$ cat config.mk
export PLATFORM = sky130hd
export DESIGN_NAME = elevator_call_ctrl
export DESIGN_NICKNAME = d
export VERILOG_FILES = /design/src/rtl/elevator_pkg.sv /design/src/rtl/btn_debounce.sv /design/src/rtl/elevator_call_ctrl.sv
export SDC_FILE = /design/constraint.sdc
export NUM_CORES = 1
export LEC_CHECK = 0
export ABC_CLOCK_PERIOD_IN_PS = 2450
export CORE_MARGIN = 2
export CORE_UTILIZATION = 54
export DETAILED_ROUTE_END_ITERATION = 10
export PLACE_DENSITY = 0.77
export RECOVER_POWER = 50
export SLEW_MARGIN = 5
export SYNTH_ARGS = -nofsm -noshare
export SYNTH_HDL_FRONTEND = slang
export SYNTH_SLANG_ARGS = --single-unit
$ cat constraint.sdc
create_clock -name clk -period 2.45 [get_ports clk]
set_input_delay 0.49 -clock clk [delete_from_list [all_inputs] [get_ports clk]]
set_output_delay 0.49 -clock clk [all_outputs]
set_load 0.02 [all_outputs]
$ cat src/rtl/elevator_pkg.sv
// Shared definitions for the elevator call controller: floor encoding,
// call FSM states and parameter defaults.
package elevator_pkg;

  localparam int NUM_FLOORS          = 4;
  localparam int DWELL_CYCLES_DEF    = 8;
  localparam int DEBOUNCE_CYCLES_DEF = 4;

  typedef enum logic [1:0] {
    FLOOR_A = 2'd0,
    FLOOR_B = 2'd1,
    FLOOR_C = 2'd2,
    FLOOR_D = 2'd3
  } floor_t;

  typedef enum logic [1:0] {
    ST_IDLE  = 2'd0,
    ST_OPEN  = 2'd1,
    ST_CLOSE = 2'd2
  } call_state_t;

endpackage

$ cat src/rtl/btn_debounce.sv
// One-bit button conditioner: 2-flop synchronizer followed by a stable-run
// filter. Only built when ELEVATOR_CALL_DEBOUNCE_EN is defined.
`ifdef ELEVATOR_CALL_DEBOUNCE_EN
module btn_debounce
  import elevator_pkg::*;
#(
  parameter int DEBOUNCE_CYCLES = DEBOUNCE_CYCLES_DEF
) (
  input  logic clk,
  input  logic rst,
  input  logic btn_raw,
  output logic btn_stable
);

  localparam logic [3:0] RUN_LAST = 4'(DEBOUNCE_CYCLES - 1);

  logic       sync1_reg;
  logic       sync2_reg;
  logic       stable_reg;
  logic [3:0] run_reg;

  // run_reg counts consecutive synced samples that disagree with stable_reg
  always_ff @(posedge clk) begin
    if (rst) begin
      sync1_reg  <= 1'b0;
      sync2_reg  <= 1'b0;
      stable_reg <= 1'b0;
      run_reg    <= '0;
    end else begin
      sync1_reg <= btn_raw;
      sync2_reg <= sync1_reg;
      if (sync2_reg == stable_reg) begin
        run_reg <= '0;
      end else if (run_reg == RUN_LAST) begin
        stable_reg <= sync2_reg;
        run_reg    <= '0;
      end else begin
        run_reg <= run_reg + 4'd1;
      end
    end
  end

  assign btn_stable = stable_reg;

endmodule
`endif

$ cat src/rtl/elevator_call_ctrl.sv
// Elevator call latch and door dwell controller.
// Optional button debounce enabled by defining ELEVATOR_CALL_DEBOUNCE_EN.
module elevator_call_ctrl
  import elevator_pkg::*;
#(
  parameter int DWELL_CYCLES    = DWELL_CYCLES_DEF,
  parameter int DEBOUNCE_CYCLES = DEBOUNCE_CYCLES_DEF
) (
  input  logic       clk,
  input  logic       rst,
  input  logic [3:0] btn,
  input  logic [1:0] floor,
  output logic       ra,
  output logic       rb,
  output logic       rc,
  output logic       rd,
  output logic       door_open,
  output logic       busy
);

  localparam logic [7:0] DWELL_LOAD = 8'(DWELL_CYCLES - 1);

  if (DWELL_CYCLES < 2 || DWELL_CYCLES > 255 ||
      DEBOUNCE_CYCLES < 1 || DEBOUNCE_CYCLES > 15) begin : g_param_check
    $error("elevator_call_ctrl: parameter out of legal range");
  end

  logic [NUM_FLOORS-1:0] btn_cond;
  logic [NUM_FLOORS-1:0] btn_prev_reg;
  logic [NUM_FLOORS-1:0] set_vec;
  logic [NUM_FLOORS-1:0] clr_vec;
  logic [NUM_FLOORS-1:0] pending_reg;
  logic [NUM_FLOORS-1:0] pending_next;
  call_state_t           state_reg;
  call_state_t           state_next;
  logic [7:0]            dwell_reg;
  logic [7:0]            dwell_next;
  floor_t                open_floor_reg;
  floor_t                open_floor_next;
  logic                  busy_reg;
  logic                  door_open_reg;

`ifdef ELEVATOR_CALL_DEBOUNCE_EN
  for (genvar gi = 0; gi < NUM_FLOORS; gi++) begin : g_debounce
    btn_debounce #(
      .DEBOUNCE_CYCLES(DEBOUNCE_CYCLES)
    ) u_debounce (
      .clk       (clk),
      .rst       (rst),
      .btn_raw   (btn[gi]),
      .btn_stable(btn_cond[gi])
    );
  end
`else
  logic [NUM_FLOORS-1:0] btn_sample_reg;

  always_ff @(posedge clk) begin
    if (rst) begin
      btn_sample_reg <= '0;
    end else begin
      btn_sample_reg <= btn;
    end
  end

  assign btn_cond = btn_sample_reg;
`endif

  assign set_vec      = btn_cond & ~btn_prev_reg;
  // a call arriving in the same cycle as its clear keeps the floor pending
  assign pending_next = (pending_reg & ~clr_vec) | set_vec;

  always_comb begin
    state_next      = state_reg;
    dwell_next      = dwell_reg;
    open_floor_next = open_floor_reg;
    clr_vec         = '0;
    unique case (state_reg)
      ST_IDLE: begin
        if (pending_reg[floor]) begin
          state_next      = ST_OPEN;
          dwell_next      = DWELL_LOAD;
          open_floor_next = floor_t'(floor);
        end
      end
      ST_OPEN: begin
        if (floor_t'(floor) != open_floor_reg) begin
          state_next = ST_CLOSE;
        end else if (dwell_reg == 8'd0) begin
          clr_vec[open_floor_reg] = 1'b1;
          state_next              = ST_CLOSE;
        end else if (set_vec[floor]) begin
          dwell_next = DWELL_LOAD;
        end else begin
          dwell_next = dwell_reg - 8'd1;
        end
      end
      ST_CLOSE: begin
        state_next = ST_IDLE;
      end
      default: begin
        state_next = ST_IDLE;
      end
    endcase
  end

  // busy and door_open are registered from next-state values so they line
  // up with pending_reg and state_reg in the same cycle
  always_ff @(posedge clk) begin
    if (rst) begin
      state_reg      <= ST_IDLE;
      dwell_reg      <= '0;
      open_floor_reg <= FLOOR_A;
      pending_reg    <= '0;
      btn_prev_reg   <= '0;
      busy_reg       <= 1'b0;
      door_open_reg  <= 1'b0;
    end else begin
      state_reg      <= state_next;
      dwell_reg      <= dwell_next;
      open_floor_reg <= open_floor_next;
      pending_reg    <= pending_next;
      btn_prev_reg   <= btn_cond;
      busy_reg       <= |pending_next;
      door_open_reg  <= (state_next == ST_OPEN);
    end
  end

  assign ra        = pending_reg[0];
  assign rb        = pending_reg[1];
  assign rc        = pending_reg[2];
  assign rd        = pending_reg[3];
  assign busy      = busy_reg;
  assign door_open = door_open_reg;

endmodule
==> metrics.csv <==
metric;value;unit
status;complete, no violations;
dp.cells;171;
synth_most_common_cell;dfxtp_1;
synth_seq_cells;26;
timing.rr.end;busy;
p_int;0.696;mW
antenna_found_initial;0;
routed_via_density;5.90;
path_cells;clkdlybuf4s50_1, nor4b_1, a311oi_1, and2_0, a21o_2, a32o_1;
firstDrtPassIters;4;
grt_usage;0.216;
worst_path_max_delay_cell;clkdlybuf4s50_1;
initialDrtViolationCount;45;
seqCellArea;520;µm²
remaining_drc_errors;0;
clkLatencyLatePin;0.32;ns
switching_share;0.265;
worstMarginPinSlew;0.989;ns
wl_per_cell;14.2;µm
hp-start;btn_cond[1];
yosys.area.top_type;dfxtp_1;
core;2150;µm²
synthArstFlopShare;0;
critPathLaunchType;input port;
critPathRequiredTime;2.69;ns
cts_hold_buf;0;
fmax;451;MHz
power.switching;0.251;mW
postSynth.topFlopCell;dfxtp_1;
final_util;0.674;
layout-drive-gt1-share;0.122;
clock_path_buffers;2;
synth_edf_count;0;
cp.arrival;2.45;ns
grt_pass1_vias;948;
syn_nets;136;
setup_violations;0;
gp_congestion;0.825;
min_period;2.22;ns
finalHoldViolCount;0;
crit_path_max_incr_delay;0.57;ns
combPwrFrac;0.195;
end_kind;register;
drv_cap;0;
cts_max_level;1;
clkPwrFrac;0.315;
crit_family;simple AND/OR/NAND/NOR gates;
synth_area_per_cell;9.51;µm²
synth.area.mux_share;0.0261;
hold_end;btn_prev_reg[1];
cts_resized;0;
numCtsBuffers;3;
cts_root_buf;clkbuf_4;
fp.dieW;51.1;µm
synth.top_cell.area_share;0.434;
drt_wl_total;2.48;mm
place.port_buffers;13;
die_h;51.1;µm
post_cts_buffers;0;
die-area;2610;µm²
cts.sinks;26;
drtAntennaViolNets;0;
fin_cells;175;
whs_path_depth;1;
slew_violations;0;
regToRegSetupSlack;0.32;ns
r2r_cells;5;
io_pins;14;
netlist_area;1200;µm²
synth_warnings;0;
hold_path.class;register to register;
worstSetupPathType;input port to register;
p_leak;0.597;nW
synth_adder_area_share;0.0209;
power.density;653;nW/µm²
irDropWorstVdd;403;µV
finClkSkew;0.00747;ns
max-slew-margin-rel;0.340;
vias;1032;
r2r-start;dwell_reg[3];
post-route-period-util;0.905;
antenna_cells;0;
synth-seq-area-share;0.434;
cts_tree;yes;
setup_tns;0;ns
hpwl;1.93;mm
nFillCells;199;
grt_max_degree;24;
rsz0062_at_grt;no;
grt_first_pass_wirelength;4.24;mm
multiInputGateArea;632;µm²
overflow;0;
layout.nets;158;
largest_reg_flops;8;
synth_compound_area_frac;0.208;
synthTopCellsByCount;dfxtp_1, nor2b_1, nor2_1, a21oi_1, inv_1;
ys_types;38;
area_growth;20.9;%
whs;0.480;ns
start_util;0.558;
synth_top_family_by_area;simple AND/OR/NAND/NOR gates;
synthXorXnorAreaFrac;0.0146;
core.rowCount;17;
path_max_fanout;8;
cp_num_buf_inv;1;
seq_power_share;0.490;
clk_pin_slew;0.15;ns
synthCells;126;
synth-simple-area-share;0.258;
ys_top_cells_by_area;dfxtp_1, nor2b_1, a21oi_1;
[power by group through the flow]
stage	Sequential, mW	Clock, mW	Combinational [mW]
final	0.464	0.298	0.184
after global routing	0.467	0.314	0.204
after CTS	0.464	0.297	0.187
after detailed placement	0.474	0	0.186
after global placement	0.472	0	0.181
after floorplan	0.478	0	0.114
[placed cells by master, fill, tap and decap left out, types with 2 or more instances in the layout]
cell type        synthesis  final
dfxtp_1                 26     26
nor2b_1                 12     12
nor2_1                  10     10
a21oi_1                  9      9
clkdlybuf4s50_1          0      7
buf_4                    0      7
inv_1                    6      6
dlygate4sd3_1            0      6
nor3_1                   5      5
nand3_1                  5      5
nand2_1                  5      5
o21ai_0                  4      4
and3_1                   3      3
nor4b_1                  3      3
a311oi_1                 3      3
a32o_1                   3      3
clkbuf_4                 0      3
nor3b_1                  2      2
xor2_1                   2      2
mux2i_1                  2      2
a21o_2                   2      2
o311a_1                  2      2
ha_1                     2      2
[stage by stage]
stage	instance area (µm²)	power (mW)	setup slack [ns]
3_5_place_dp	1400	0.660	-0.0856
5_1_grt	1450	0.986	0.128
2_1_floorplan	1200	0.592	0.490
4_1_cts	1450	0.948	0.246
3_3_place_gp	1400	0.653	0.00395
6_report	1450	0.947	0.233
[layout make-up]
type                       count  share of cell area
multi-input combinational     90               0.436
sequential                    26               0.359
timing repair buffer          21               0.129
tap                           28              0.0242
clock inverter                 1              0.0207
clock buffer                   3              0.0155
inverter                       6              0.0155
[worst max path at each step]
stage,cells after the start,to,startpoint
finish,6,dwell_reg[3],floor[0]
global route,5,busy,dwell_reg[3]
CTS,7,dwell_reg[5],floor[1]
detailed placement,7,dwell_reg[5],floor[1]
global placement,6,dwell_reg[5],floor[0]
floorplan,6,dwell_reg[5],floor[1]
[per-layer routing]
metal | vias to the layer above | track usage | routed length, µm
met5 | - | 0 | 0
met4 | 0 | 0.0856 | 17
met3 | 2 | 0.0351 | 159
met2 | 42 | 0.335 | 1180
met1 | 485 | 0.297 | 1130
li1 | 503 | - | -
[cells by family after synthesis]
logic type	after synthesis
simple gates	53
buf+inv	10
mux	3
compound gates	30
xor+xnor	2
fa+ha+maj	2
flops	26
Power figures use the tool's default switching activity.
